$ cat config.mk
export PLATFORM = sky130hd
export DESIGN_NAME = uart_receiver
export DESIGN_NICKNAME = d
export VERILOG_FILES = /design/src/rtl/uart_pkg.sv /design/src/rtl/baud_tick_gen.sv /design/src/rtl/uart_receiver.sv
export SDC_FILE = /design/constraint.sdc
export NUM_CORES = 1
export LEC_CHECK = 0
export BUFFER_PORTS_ARGS = -buffer_cell sky130_fd_sc_hd__buf_2
export CAP_MARGIN = 25
export CORE_MARGIN = 1.5
export CORE_UTILIZATION = 60
export CTS_BUF_LIST = sky130_fd_sc_hd__clkbuf_4
export CTS_CLUSTER_SIZE = 40
export DETAILED_ROUTE_END_ITERATION = 16
export GPL_TIMING_DRIVEN = 0
export PLACE_DENSITY = 0.85
export SYNTH_ARGS = -nofsm -noshare
export SYNTH_HDL_FRONTEND = slang
export SYNTH_SLANG_ARGS = --single-unit
export TNS_END_PERCENT = 10
$ cat constraint.sdc
create_clock -name clock -period 2.8 [get_ports clock]
set_clock_uncertainty 0.05 [all_clocks]
set_input_delay 0.7 -clock clock [delete_from_list [all_inputs] [get_ports clock]]
set_output_delay 0.7 -clock clock [all_outputs]
set_load 0.01 [all_outputs]
$ cat src/rtl/uart_pkg.sv
// Shared UART definitions: receiver FSM states, framing constants and the
// baud divider helper used by both the receive and transmit paths.
package uart_pkg;

    typedef enum logic [2:0] {
        IDLE  = 3'd0,
        START = 3'd1,
        DATA  = 3'd2,
        STOP  = 3'd3,
        BREAK = 3'd4
    } rx_state_t;

    localparam int OVERSAMPLE = 16;
    localparam int MID_SAMPLE = 8;
    localparam int DATA_BITS  = 8;

    // Clocks per oversample tick, truncated; callers must keep this >= 2.
    function automatic int tick_div(input int clk_hz, input int baud);
        return clk_hz / (baud * OVERSAMPLE);
    endfunction

endpackage

$ cat src/rtl/baud_tick_gen.sv
// Oversample tick generator: single-cycle tick every TICK_DIV clocks,
// held at zero while clear is high so a frame always starts phase-aligned.
module baud_tick_gen #(
    parameter int TICK_DIV = 10
) (
    input  logic clock,
    input  logic reset,
    input  logic enable,
    input  logic clear,
    output logic tick
);

    localparam int CW = (TICK_DIV > 1) ? $clog2(TICK_DIV) : 1;
    localparam logic [CW-1:0] LAST = CW'(TICK_DIV - 1);

    logic [CW-1:0] r_count;

    always_ff @(posedge clock) begin
        if (reset || clear) begin
            r_count <= '0;
        end else if (enable) begin
            r_count <= (r_count == LAST) ? '0 : r_count + 1'b1;
        end
    end

    assign tick = enable && !clear && (r_count == LAST);

endmodule

$ cat src/rtl/uart_receiver.sv
// 8N1 UART receiver with 16x oversampling, a one-byte holding register on a
// valid/ready handshake, and single-cycle framing-error / overrun pulses.
module uart_receiver
    import uart_pkg::*;
#(
    parameter int CLK_HZ = 100_000_000,
    parameter int BAUD   = 115_200
) (
    input  logic       clock,
    input  logic       reset,
    input  logic       rx,
    output logic [7:0] data_out,
    output logic       rx_valid,
    input  logic       rx_ready,
    output logic       framing_error,
    output logic       overrun,
    output logic       busy
);

    localparam int TICK_DIV = tick_div(CLK_HZ, BAUD);
    localparam logic [3:0] MID_LAST = 4'(MID_SAMPLE - 1);
    localparam logic [3:0] BIT_LAST = 4'(OVERSAMPLE - 1);
    localparam logic [2:0] IDX_LAST = 3'(DATA_BITS - 1);

    rx_state_t  r_state, w_stateNext;
    logic       r_rxMeta, r_rxSync;
    logic [3:0] r_sampleCnt;
    logic [2:0] r_bitIdx;
    logic [7:0] r_shift;
    logic [7:0] r_dataOut;
    logic       r_rxValid, r_framingError, r_overrun;

    logic w_tick, w_tickClear;
    logic w_cntClear, w_shiftEn, w_stopOk, w_stopBad;

    assign w_tickClear = (r_state == IDLE);

    baud_tick_gen #(.TICK_DIV(TICK_DIV)) u_tick (
        .clock (clock),
        .reset (reset),
        .enable(1'b1),
        .clear (w_tickClear),
        .tick  (w_tick)
    );

    always_ff @(posedge clock) begin
        if (reset) begin
            r_state <= IDLE;
        end else begin
            r_state <= w_stateNext;
        end
    end

    always_comb begin
        w_stateNext = r_state;
        w_cntClear  = 1'b0;
        w_shiftEn   = 1'b0;
        w_stopOk    = 1'b0;
        w_stopBad   = 1'b0;
        case (r_state)
            IDLE: begin
                if (!r_rxSync) begin
                    w_stateNext = START;
                    w_cntClear  = 1'b1;
                end
            end
            START: begin
                if (w_tick && r_sampleCnt == MID_LAST) begin
                    w_cntClear  = 1'b1;
                    w_stateNext = r_rxSync ? IDLE : DATA;
                end
            end
            DATA: begin
                if (w_tick && r_sampleCnt == BIT_LAST) begin
                    w_shiftEn = 1'b1;
                    if (r_bitIdx == IDX_LAST) begin
                        w_stateNext = STOP;
                    end
                end
            end
            STOP: begin
                if (w_tick && r_sampleCnt == BIT_LAST) begin
                    w_stopOk    = r_rxSync;
                    w_stopBad   = !r_rxSync;
                    w_stateNext = r_rxSync ? IDLE : BREAK;
                end
            end
            BREAK: begin
                if (r_rxSync) begin
                    w_stateNext = IDLE;
                end
            end
            default: w_stateNext = IDLE;
        endcase
    end

    // A finished byte either fills the holding register (when it is empty or
    // being drained this cycle) or is dropped with an overrun pulse.
    always_ff @(posedge clock) begin
        if (reset) begin
            r_rxMeta       <= 1'b1;
            r_rxSync       <= 1'b1;
            r_sampleCnt    <= '0;
            r_bitIdx       <= '0;
            r_shift        <= '0;
            r_dataOut      <= '0;
            r_rxValid      <= 1'b0;
            r_framingError <= 1'b0;
            r_overrun      <= 1'b0;
        end else begin
            r_rxMeta       <= rx;
            r_rxSync       <= r_rxMeta;
            r_framingError <= w_stopBad;
            r_overrun      <= 1'b0;
            if (w_cntClear) begin
                r_sampleCnt <= '0;
            end else if (w_tick) begin
                r_sampleCnt <= r_sampleCnt + 4'd1;
            end
            if (w_cntClear) begin
                r_bitIdx <= '0;
            end else if (w_shiftEn) begin
                r_bitIdx <= r_bitIdx + 3'd1;
            end
            if (w_shiftEn) begin
                r_shift <= {r_rxSync, r_shift[7:1]};
            end
            if (w_stopOk) begin
                if (!r_rxValid || rx_ready) begin
                    r_dataOut <= r_shift;
                    r_rxValid <= 1'b1;
                end else begin
                    r_overrun <= 1'b1;
                end
            end else if (r_rxValid && rx_ready) begin
                r_rxValid <= 1'b0;
            end
        end
    end

    assign data_out      = r_dataOut;
    assign rx_valid      = r_rxValid;
    assign framing_error = r_framingError;
    assign overrun       = r_overrun;
    assign busy          = (r_state != IDLE);

endmodule

## Yosys cells after proc, flatten, opt, wreduce, memory -nomap -nowiden

Index checks and enable logic that the tools add are counted.

| word-level totals | value |
|---|---|
| latch bits | 0 |
| ROM bits | 0 |
| memory bits (writable) | 0 |
| logic and storage cells | 71 |
| memories kept | 0 |
| bits in registers | 37 |

| cells by class | value |
|---|---|
| add/subtract/negate cells | 3 |
| $mul | 0 |
| reductions and logical operators | 19 |
| divide/modulo/power cells | 0 |
| shifts and indexed selects | 0 |
| magnitude comparators | 0 |
| equality and inequality tests | 15 |
| muxes and demuxes | 20 |
| bitwise logic cells | 3 |

Operator list:

| operator | count |
|---|---|
| $mux W3 | 7 |
| $pmux W3 S5 | 1 |
| $ne A2 B2 Y1 const B | 6 |
| $mux W1 | 10 |
| $add A6 B1 Y6 const B | 1 |
| $eq A3 B2 Y1 const B | 2 |
| $eq A3 B3 Y1 const B | 2 |
| $eq A6 B6 Y1 const B | 1 |
| $reduce_and A6 Y1 | 1 |
| $reduce_or A2 Y1 | 3 |
| $add A4 B1 Y4 const B | 1 |
| $eq A4 B3 Y1 const B | 1 |
| $eq A4 B4 Y1 const B | 1 |
| $logic_and A1 B1 Y1 | 4 |
| $reduce_and A2 Y1 | 2 |
| $add A3 B1 Y3 const B | 1 |
| $eq A3 B1 Y1 const B | 1 |
| $logic_not A1 Y1 | 3 |
| $logic_not A3 Y1 | 1 |
| $not A1 Y1 | 3 |
| $reduce_bool A3 Y1 | 1 |
| $reduce_or A3 Y1 | 1 |
| $logic_or A1 B1 Y1 | 2 |
| $mux W2 | 1 |
| 3 further kinds | 3 |

## Depth between registers and ports, before layout

Gate-level depths: netlist (run 1).

| depth | value |
|---|---|
| word-level depth | 8 |
| gate-level depth with buffers | 7 |
| depth with buffers taken out | 6 |

## Modules after synthesis

Synthesis (run 1) repeated with hierarchy kept, for this count alone.

| second synthesis, totals | value |
|---|---|
| cells, all modules | 181 |
| area, all modules | 1,677.9 um^2 |

Modules (own cells, without submodules):

| module | times used | area each (um^2) | cells each |
|---|---|---|---|
| uart_receiver | 1 | 1,387.6 | 149 |
| baud_tick_gen | 1 | 290.3 | 32 |

## Worst setup path before layout (run 1)

No wires, ideal clock.

| timing | value |
|---|---|
| path kind | reg2reg |
| start point | register r_sampleCnt[0] |
| end point | register r_bitIdx[0] |
| period minus slack after synthesis | 1.725 ns |
| required time | 2.622 ns |
| setup slack | 1.075 ns |
| stages on the path, launching flop included | 6 |
| arrival | 1.546 ns |
| library setup time | 0.128 ns |
| path through | dfxtp_1 ha_1 nand4_1 or4_1 o21ai_1 nor2_1 |

| on the way | value |
|---|---|
| word-level cells in the longest chain between the ends | 5 |

RTL lines:

| element | line | source |
|---|---|---|
| start, declared | uart_receiver.sv:27 | `logic [3:0] r_sampleCnt;` |
| start signal, assigned | uart_receiver.sv:118 | `r_sampleCnt <= r_sampleCnt + 4'd1;` |
| $eq A4 B3 Y1 | uart_receiver.sv:68 | `if (w_tick && r_sampleCnt == MID_LAST) begin` |
| $logic_and A1 B1 Y1 | uart_receiver.sv:68 |  |
| $mux W1 | uart_receiver.sv:68 |  |
| $pmux W1 S2 | uart_receiver.sv:60 | `case (r_state)` |
| $reduce_or A2 Y1 (no line) | -- |  |
| end signal, assigned | uart_receiver.sv:123 | `r_bitIdx <= r_bitIdx + 3'd1;` |
| end, declared | uart_receiver.sv:28 | `logic [2:0] r_bitIdx;` |

Parallel ways exist; a longest one is shown, timed or not.
A chain may end at the register's enable or synchronous reset.

## Worst setup path in the final report (run 1)

| timing | value |
|---|---|
| start point | register r_state[1] |
| end point | output port busy |

| on the way | value |
|---|---|
| word-level cells in the longest chain between the ends | 1 |

RTL lines:

| element | line | source |
|---|---|---|
| start, declared | uart_receiver.sv:25 | `rx_state_t r_state, w_stateNext;` |
| start signal, assigned | uart_receiver.sv:50 | `r_state <= w_stateNext;` |
| $reduce_bool A3 Y1 | uart_receiver.sv:145 | `assign busy = (r_state != IDLE);` |
| end, declared | uart_receiver.sv:17 | `output logic busy` |

No other way between the ends.

==> impl_metrics.tcl, run 1 <==
set metrics [dict create \
    outcome "completed" \
    dp_hpwl_um 2060 \
    ir_drop_v 0.000383 \
    pwr_density_cell_nw_per_um2 492 \
    drive_gt1_frac 0.160 \
    rsz0062_at_grt "false" \
    multi_input_area_um2 754 \
    routed_via_density 5.81 \
    cts_resized 0 \
    final_cells 217 \
    crit_path_frequent_cell "buf_2" \
    whs_ns 0.378 \
    io_pins 16 \
    crit_arrival_ns 1.39 \
    synth_enable_flop_cells 0 \
    worst_slew_pin_slew_ns 0.803 \
    syn_to_final_growth_pct 10.8 \
    r2r_slack_ns 0.80 \
    fin_nets 195 \
    seq_area_um2 741 \
    clkLatencyLatePin_ns 0.33 \
    cts.path.max_buffers 2 \
    first_iter_violations 35 \
    dr.pass1.iters 4 \
    drc 0 \
    final_common_cell "dfxtp_1" \
    cts_tree "yes" \
    cts_setup_buffers 0 \
    vias 1260 \
    crit_chain "buf_2 > nor3_1 > inv_1 > buf_2" \
    synthDistinctLibCells 34 \
    syn_area_per_cell_um2 9.42 \
    syn-num-nets 174 \
    path_clk_slew_ns 0.10 \
    wirelength_um 2840 \
    grt_usage 0.223 \
    dpl_cell_area_um2 1660 \
    ys_seq_area_frac 0.477 \
    grt_pass1_wl_um 4660 \
    netlist_area_um2 1550 \
    antenna_found_initial 0 \
    htree_levels 2 \
    grt_max_degree 11 \
    min_period_over_period 0.765 \
    critPathSlowestCell "nor3_1" \
    route.met3.wl_um 144 \
    cap_violations 0 \
    synth_ff_type "dfxtp_1" \
    met2_wirelength_um 1390 \
    critPathMaxFanout 9 \
    die_w_um 53.9 \
    ys_ff_latch 37 \
    yosys_warnings 0 \
    start_util 0.633 \
    tns_ns 0 \
    numCtsBuffers 5 \
    dp.cells 209 \
    clock_sinks 37 \
    finalHoldViolCount 0 \
    die_area_um2 2900 \
    cts_hold_buffers 0 \
    startpoint_type "flip-flop" \
    path_class "flip-flop to primary output" \
    layout_common_cells "dfxtp_1, nor2_1, buf_2" \
    design_area_um2 1720 \
    crit_family "buffers and inverters" \
    core_area_um2 2450 \
    async_flop_share 0 \
    fp-row-count 18 \
    p_leak_nw 0.667 \
    dr.max_layer_used "met4" \
    period_minus_slack_ns 2.14 \
    fmax_ghz 0.467 \
    worst_ep_required_time_ns 2.05 \
    met1_length_um 1250 \
    relSlewSlack 0.460 \
    slew_violations 0 \
    setup_violations 0 \
    critPathBufInv 3 \
    n_antenna_cell 0 \
    cts-root-buf "clkbuf_4" \
    fill_cells 179 \
    grt_pass1_vias 1102 \
    die_y_um 53.9 \
    numPortBuffers 14 \
    critPathMaxStageDelay_ns 0.36 \
    routedWlPerCell_um 13.1 \
    end_kind "primary output" \
    synthCells 165 \
    ant_nets 0 \
    gp_congestion 0.864 \
    hold_path_class "flip-flop to flip-flop" \
    grt_overflow 0 \
]
-- stage by stage --
step	total power, mW	util	worst slack (ns)
after floorplan	0.560	-	1.08
after global placement	0.567	0.677	0.868
after detailed placement	0.568	0.677	0.824
after CTS	0.853	0.701	0.648
after global routing	0.875	0.701	0.546
final	0.846	0.701	0.658
-- power by group --
| group | total, mW | leakage, nW | internal (mW) | switching (mW) |
|---|---|---|---|---|
| logic | 0.0252 | 0.331 | 0.00719 | 0.0180 |
| clock network | 0.290 | 0.0368 | 0.129 | 0.161 |
| registers | 0.531 | 0.299 | 0.529 | 0.00234 |
-- cell usage after synthesis (3+ instances only) --
library cell,count,area share
dfxtp_1,37,0.48
xor2_1,3,0.017
nor4_1,3,0.012
clkbuf_1,5,0.012
nor3_1,8,0.026
mux2i_1,11,0.071
xnor2_1,5,0.028
nor2_1,23,0.056
nand3_1,5,0.016
o31ai_1,8,0.039
inv_1,3,0.0072
ha_1,5,0.040
nand4_1,10,0.040
a21oi_1,12,0.039
-- kinds of logic after synthesis --
group,synth area share
and+or+nand+nor,0.221
xor gates and xnor gates,0.0451
adders and majority gates,0.0403
muxes,0.0709
AOI/OAI and AO/OA,0.109
DFF,0.477
buffers and inverters,0.0378
-- cell type report --
cell class              instances  area share
clock buffers                   8      0.0349
well taps                      30      0.0218
multi-input cells             114       0.438
repair buffers                 14      0.0407
plain buffers                  10      0.0254
flip-flops and latches         37       0.430
inverters                       4     0.00872
-- worst paths after layout --
| kind | from | end | depth (start not counted) |
|---|---|---|---|
| worst min-delay path | r_rxMeta | r_rxSync | 1 |
| worst min register to register | r_rxMeta | r_rxSync | 1 |
| worst max register to register | r_sampleCnt[0] | r_bitIdx[2] | 5 |
| worst max-delay path | r_state[1] | busy | 4 |
-- worst register-to-register path, cell delays in order, from the launching register on --
cell and delay (ns):
dfxtp_1 0.38, ha_1 0.24, nand4_1 0.19, or4_1 0.54, o21ai_1 0.39, nor2_1 0.09
-- routing by layer --
layer	track usage	up-vias
met5	0	-
met4	0.103	0
met3	0.0583	7
met2	0.382	47
met1	0.258	578
li1	-	628
-- flip-flops by register name (all words and copies together), names as in the netlist --
signal and flops:
u_tick.r_count 6, rx_valid 1, data_out 8, r_bitIdx 3, r_shift 8, overrun 1, r_state 3, r_sampleCnt 4
r_rxSync 1, r_rxMeta 1, framing_error 1
Power figures use the tool's default switching activity.
==> run 2, diff against run 1 <==
--- a/config.mk
+++ b/config.mk
@@ -5,15 +5,16 @@
 export SDC_FILE = /design/constraint.sdc
 export NUM_CORES = 1
 export LEC_CHECK = 0
+export ABC_AREA = 1
 export BUFFER_PORTS_ARGS = -buffer_cell sky130_fd_sc_hd__buf_2
 export CAP_MARGIN = 25
 export CORE_MARGIN = 1.5
-export CORE_UTILIZATION = 60
+export CORE_UTILIZATION = 54
 export CTS_BUF_LIST = sky130_fd_sc_hd__clkbuf_4
 export CTS_CLUSTER_SIZE = 40
 export DETAILED_ROUTE_END_ITERATION = 16
 export GPL_TIMING_DRIVEN = 0
-export PLACE_DENSITY = 0.85
+export PLACE_DENSITY = 0.81
 export SYNTH_ARGS = -nofsm -noshare
 export SYNTH_HDL_FRONTEND = slang
 export SYNTH_SLANG_ARGS = --single-unit
==> constraint.sdc (replaced) <==
create_clock -name clock -period 1.97 [get_ports clock]
set_clock_uncertainty 0.05 [all_clocks]
set_input_delay 0.4925 -clock clock [delete_from_list [all_inputs] [get_ports clock]]
set_output_delay 0.4925 -clock clock [all_outputs]
set_load 0.01 [all_outputs]
==> impl_metrics.tcl, run 2 <==
set metrics [dict create \
    period_minus_slack_ns 1.76 \
    layout_common_cells "nor2_1, nand2_1, dfxtp_1" \
    syn_area_per_cell_um2 7.47 \
    dr.pass1.iters 4 \
    drive_gt1_frac 0.158 \
    critPathMaxFanout 10 \
    routed_via_density 4.89 \
    synth_area_leaders "dfxtp_1, nor2_1, nand2_1, inv_1, o21ai_0" \
    synthDistinctLibCells 25 \
    relSlewSlack 0.694 \
    clock_sinks 37 \
    htree_levels 2 \
    outcome "completed" \
    hold_depth 2 \
    grt_usage 0.193 \
    cp-endpoint "data_out[5]" \
    tns_ns 0 \
    syn-num-nets 221 \
    cts_tree "yes" \
    fp-row-count 19 \
    crit_chain "ha_1 > nand2_1 > nor2_1 > nand3_4 > nor3_4 > o21ai_2 > buf_6 > nand2_1 > nand2_1 > nor2_1" \
    setup_violations 0 \
    yosysMostFrequentCell "nor2_1" \
    crit_path_frequent_cell "nand2_1" \
    r2r-end "data_out[5]" \
    n_antenna_cell 0 \
    fmax_ghz 0.567 \
    grt_overflow 0 \
    cts-root-buf "clkbuf_4" \
    hold_path_class "input port to flip-flop" \
    ys_seq_area_frac 0.468 \
    dp_slack_ns 0.151 \
    dp_hpwl_um 1910 \
    synthCells 212 \
    syn_to_final_growth_pct 10.3 \
    gp_congestion 0.760 \
    die_area_um2 3260 \
    critPathSlowestCell "dfxtp_1" \
    min_period_over_period 0.896 \
    grt_pass1_wl_um 4960 \
    vias 1295 \
    end_kind "flip-flop" \
    p_leak_nw 0.824 \
    fin_nets 243 \
    grt_pass1_vias 1204 \
    finalHoldViolCount 0 \
    r2r_start "r_sampleCnt[0]" \
    async_flop_share 0 \
    first_iter_violations 51 \
    critPathLaunch "r_sampleCnt[0]" \
    synth_top_area_cell "dfxtp_1" \
    startpoint_type "flip-flop" \
    ys_ff_latch 37 \
    ant_nets 0 \
    die_y_um 57.1 \
    die_w_um 57.1 \
    worst_slew_pin_slew_ns 0.455 \
    final_common_cell "nor2_1" \
    ir_drop_v 0.000604 \
    synth_enable_flop_cells 0 \
    cap_violations 0 \
    synth_ff_type "dfxtp_1" \
    synth_common_cells "nor2_1, nand2_1, dfxtp_1" \
    cts.path.max_buffers 2 \
    timing.final.ws_setup_ns 0.206 \
    numPortBuffers 15 \
    grt_max_degree 11 \
    netlist_area_um2 1580 \
    cts_setup_buffers 0 \
    worst_ep_required_time_ns 2.18 \
    wirelength_um 2630 \
    yosys_warnings 0 \
    clkLatencyLatePin_ns 0.33 \
    crit_arrival_ns 1.98 \
    start_util 0.574 \
    pwr_density_cell_nw_per_um2 862 \
    whs_ns 0.290 \
    core_area_um2 2760 \
    path_class "flip-flop to flip-flop" \
    rr_worst_depth 10 \
    drc 0 \
    antenna_found_initial 0 \
    path_clk_slew_ns 0.11 \
    r2r_slack_ns 0.21 \
    critPathMaxStageDelay_ns 0.38 \
    io_pins 16 \
    rsz0062_at_grt "false" \
    yosysTopAreaCellShare 0.468 \
    numCtsBuffers 5 \
    routedWlPerCell_um 9.91 \
    slew_violations 0 \
]
run 2: power breakdown:
group | leakage [nW] | internal, mW | switching, mW
Clock | 0.0292 | 0.144 | 0.230
Combinational | 0.496 | 0.0952 | 0.230
Sequential | 0.299 | 0.781 | 0.0249
Total | 0.824 | 1.02 | 0.485
run 2: worst min-delay path by stage:
stage / slack [ns] / startpoint / endpoint
after floorplan: 0.34 / r_rxMeta / r_rxSync
after global placement: 0.35 / r_rxMeta / r_rxSync
after detailed placement: 0.35 / r_rxMeta / r_rxSync
after CTS: 0.28 / rx / r_rxMeta
after global routing: 0.27 / rx / r_rxMeta
final: 0.29 / rx / r_rxMeta
run 2: logic make-up after synthesis:
logic type,Yosys count,share of synthesized area
compound gates,26,0.0846
flops,37,0.468
xor+xnor,1,0.00553
buf+inv,29,0.0759
simple gates,114,0.326
fa+ha+maj,5,0.0395
run 2: critical path: cells and delay by family, from the launching register on:
kind | cells | cell delay [ns]
DFF | 1 | 0.38
buffers and inverters | 1 | 0.17
AOI/OAI and AO/OA | 1 | 0.14
and+or+nand+nor | 7 | 0.75
adders and majority gates | 1 | 0.20
run 2: area by class of cell:
type | instances | area, um2
Fill cell | 252 | 1010
Sequential cell | 37 | 741
Multi-Input combinational cell | 146 | 722
Inverter | 25 | 93.8
Timing Repair Buffer | 15 | 75.1
Clock buffer | 6 | 45.0
Tap cell | 31 | 38.8
Buffer | 4 | 26.3
Clock inverter | 1 | 3.75
run 2: timing repair:
action / CTS / global route
hold endpoints to repair: 0 / 0
hold buffers: 0 / 0
endpoints found under the setup margin: 0 / 1
gates resized for setup: 0 / 1
run 2: metrics by stage:
stage / power, mW / util / area, um2 / instances
after floorplan: 1.08 / - / 1580 / 212
after global placement: 1.15 / 0.615 / 1700 / 258
after detailed placement: 1.15 / 0.615 / 1700 / 258
after CTS: 1.52 / 0.633 / 1750 / 265
after global routing: 1.61 / 0.633 / 1750 / 265
final: 1.50 / 0.633 / 1750 / 265
run 2: routing by layer:
metal,global-route usage,part of all wire,vias up
met1,0.258,0.50,567
met5,0,0,-
met2,0.299,0.44,16
li1,-,-,708
met4,0.0797,0.012,0
met3,0.0476,0.040,4
==> run 3, diff against run 2 <==
--- a/config.mk
+++ b/config.mk
@@ -8,8 +8,11 @@
 export ABC_AREA = 1
 export BUFFER_PORTS_ARGS = -buffer_cell sky130_fd_sc_hd__buf_2
 export CAP_MARGIN = 25
+export CELL_PAD_IN_SITES_DETAIL_PLACEMENT = 0
+export CELL_PAD_IN_SITES_GLOBAL_PLACEMENT = 1
+export CORE_ASPECT_RATIO = 0.8
 export CORE_MARGIN = 1.5
-export CORE_UTILIZATION = 54
+export CORE_UTILIZATION = 40
 export CTS_BUF_LIST = sky130_fd_sc_hd__clkbuf_4
 export CTS_CLUSTER_SIZE = 40
 export DETAILED_ROUTE_END_ITERATION = 16
==> impl_metrics.tcl, run 3 (synthesized netlist as in run 2, its figures left out) <==
set metrics [dict create \
    outcome "completed" \
    fp-row-count 20 \
    dp_hpwl_um 2020 \
    fmax_ghz 0.571 \
    numCtsBuffers 5 \
    htree_levels 2 \
    period_minus_slack_ns 1.75 \
    grt_overflow 0 \
    core_area_um2 3800 \
    fin_nets 243 \
    cts-root-buf "clkbuf_4" \
    startpoint_type "flip-flop" \
    first_iter_violations 39 \
    path_clk_slew_ns 0.11 \
    cap_violations 0 \
    antenna_found_initial 0 \
    die_w_um 73.3 \
    crit_family "simple AND/OR/NAND/NOR gates" \
    hold_depth 2 \
    grt_pass1_wl_um 5250 \
    syn_to_final_growth_pct 14.8 \
    dr.pass1.iters 4 \
    n_antenna_cell 0 \
    crit_path_frequent_cell "nor2_1" \
    cts_tree "yes" \
    crit_arrival_ns 1.94 \
    p_leak_nw 0.840 \
    die_area_um2 4350 \
    ir_drop_v 0.000395 \
    hold_path_class "input port to flip-flop" \
    die_y_um 59.3 \
    cp.depth 10 \
    crit_chain "inv_1 > ha_1 > nand3_2 > nor2_4 > nand3_4 > nor3_4 > o21ai_4 > buf_6 > nor2_1 > nor2_1" \
    routed_via_density 4.44 \
    critPathMaxStageDelay_ns 0.34 \
    wirelength_um 2860 \
    layout_common_cells "nor2_1, nand2_1, dfxtp_1" \
    relSlewSlack 0.676 \
    drc 0 \
    grt_usage 0.159 \
    io_pins 16 \
    rr_worst_depth 10 \
    cts.path.max_buffers 2 \
    rsz0062_at_grt "false" \
    seq_area_um2 742 \
    gp_congestion 0.768 \
    routedWlPerCell_um 9.85 \
    multi_input_area_um2 732 \
    vias 1287 \
    fill_cells 420 \
    dpl_cell_area_um2 1730 \
    min_period_over_period 0.888 \
    grt_pass1_vias 1222 \
    finalHoldViolCount 0 \
    worst_ep_required_time_ns 2.16 \
    pwr_density_cell_nw_per_um2 916 \
    end_kind "flip-flop" \
    drive_gt1_frac 0.170 \
    setup_violations 0 \
    start_util 0.416 \
    critPathMaxFanout 10 \
    design_area_um2 1820 \
    final_common_cell "nor2_1" \
    numPortBuffers 15 \
    path_class "flip-flop to flip-flop" \
    critPathBufInv 2 \
    grt_max_degree 12 \
    critPathSlowestCell "dfxtp_1" \
    tns_ns 0 \
    worst_slew_pin_slew_ns 0.482 \
    clock_sinks 37 \
    slew_violations 0 \
    ant_nets 0 \
    clkLatencyLatePin_ns 0.34 \
]
-- run 3: cell count changes in the layout (fill, tap and decap cells not counted) --
cell and change:
bufinv_16 +1, dfxtp_1 -1, dfxtp_2 +1, nor2_1 -1
nor2_2 +1, o21ai_2 -1, o21ai_4 +1
-- run 3: per-layer routing --
metal / global-route usage / up-vias / wire (um)
met5: 0 / - / 0
met4: 0.0714 / 0 / 55
met3: 0.0493 / 6 / 114
met2: 0.242 / 17 / 1140
met1: 0.209 / 551 / 1550
li1: - / 713 / -
-- run 3: final timing paths --
path	endpoint	start	slack (ns)
max	data_out[7]	u_tick.r_count[1]	0.22
min	r_rxMeta	rx	0.27
max reg2reg	data_out[7]	u_tick.r_count[1]	0.22
min reg2reg	r_rxSync	r_rxMeta	0.37
-- run 3: timing repair --
action	in CTS	in global routing
resized for setup	0	4
setup buffers	0	0
endpoints found under the setup margin	0	15
hold buffers	0	0
-- run 3: power breakdown --
group / leakage [nW] / switching (mW) / internal, mW / total (mW)
combinational: 0.497 / 0.235 / 0.0950 / 0.330
sequential: 0.299 / 0.0272 / 0.783 / 0.810
clock: 0.0433 / 0.245 / 0.278 / 0.523
-- run 3: final cells by class --
type | instances | area share
flip-flops and latches | 37 | 0.408
plain buffers | 4 | 0.0145
well taps | 55 | 0.0379
multi-input cells | 146 | 0.403
clock inverters | 2 | 0.0186
clock buffers | 6 | 0.0248
inverters | 25 | 0.0517
repair buffers | 15 | 0.0413
-- run 3: through the flow --
| stage | power, mW | std cells | hold WS, ns | setup WS (ns) | utilization |
|---|---|---|---|---|---|
| floorplan | 1.08 | 212 | 0.339 | 0.403 | - |
| global placement | 1.16 | 282 | 0.344 | 0.0725 | 0.454 |
| detailed placement | 1.16 | 282 | 0.345 | 0.0397 | 0.454 |
| CTS | 1.68 | 290 | 0.260 | 0.0278 | 0.475 |
| global route | 1.77 | 290 | 0.248 | 0.00649 | 0.478 |
| finish | 1.66 | 290 | 0.275 | 0.220 | 0.478 |
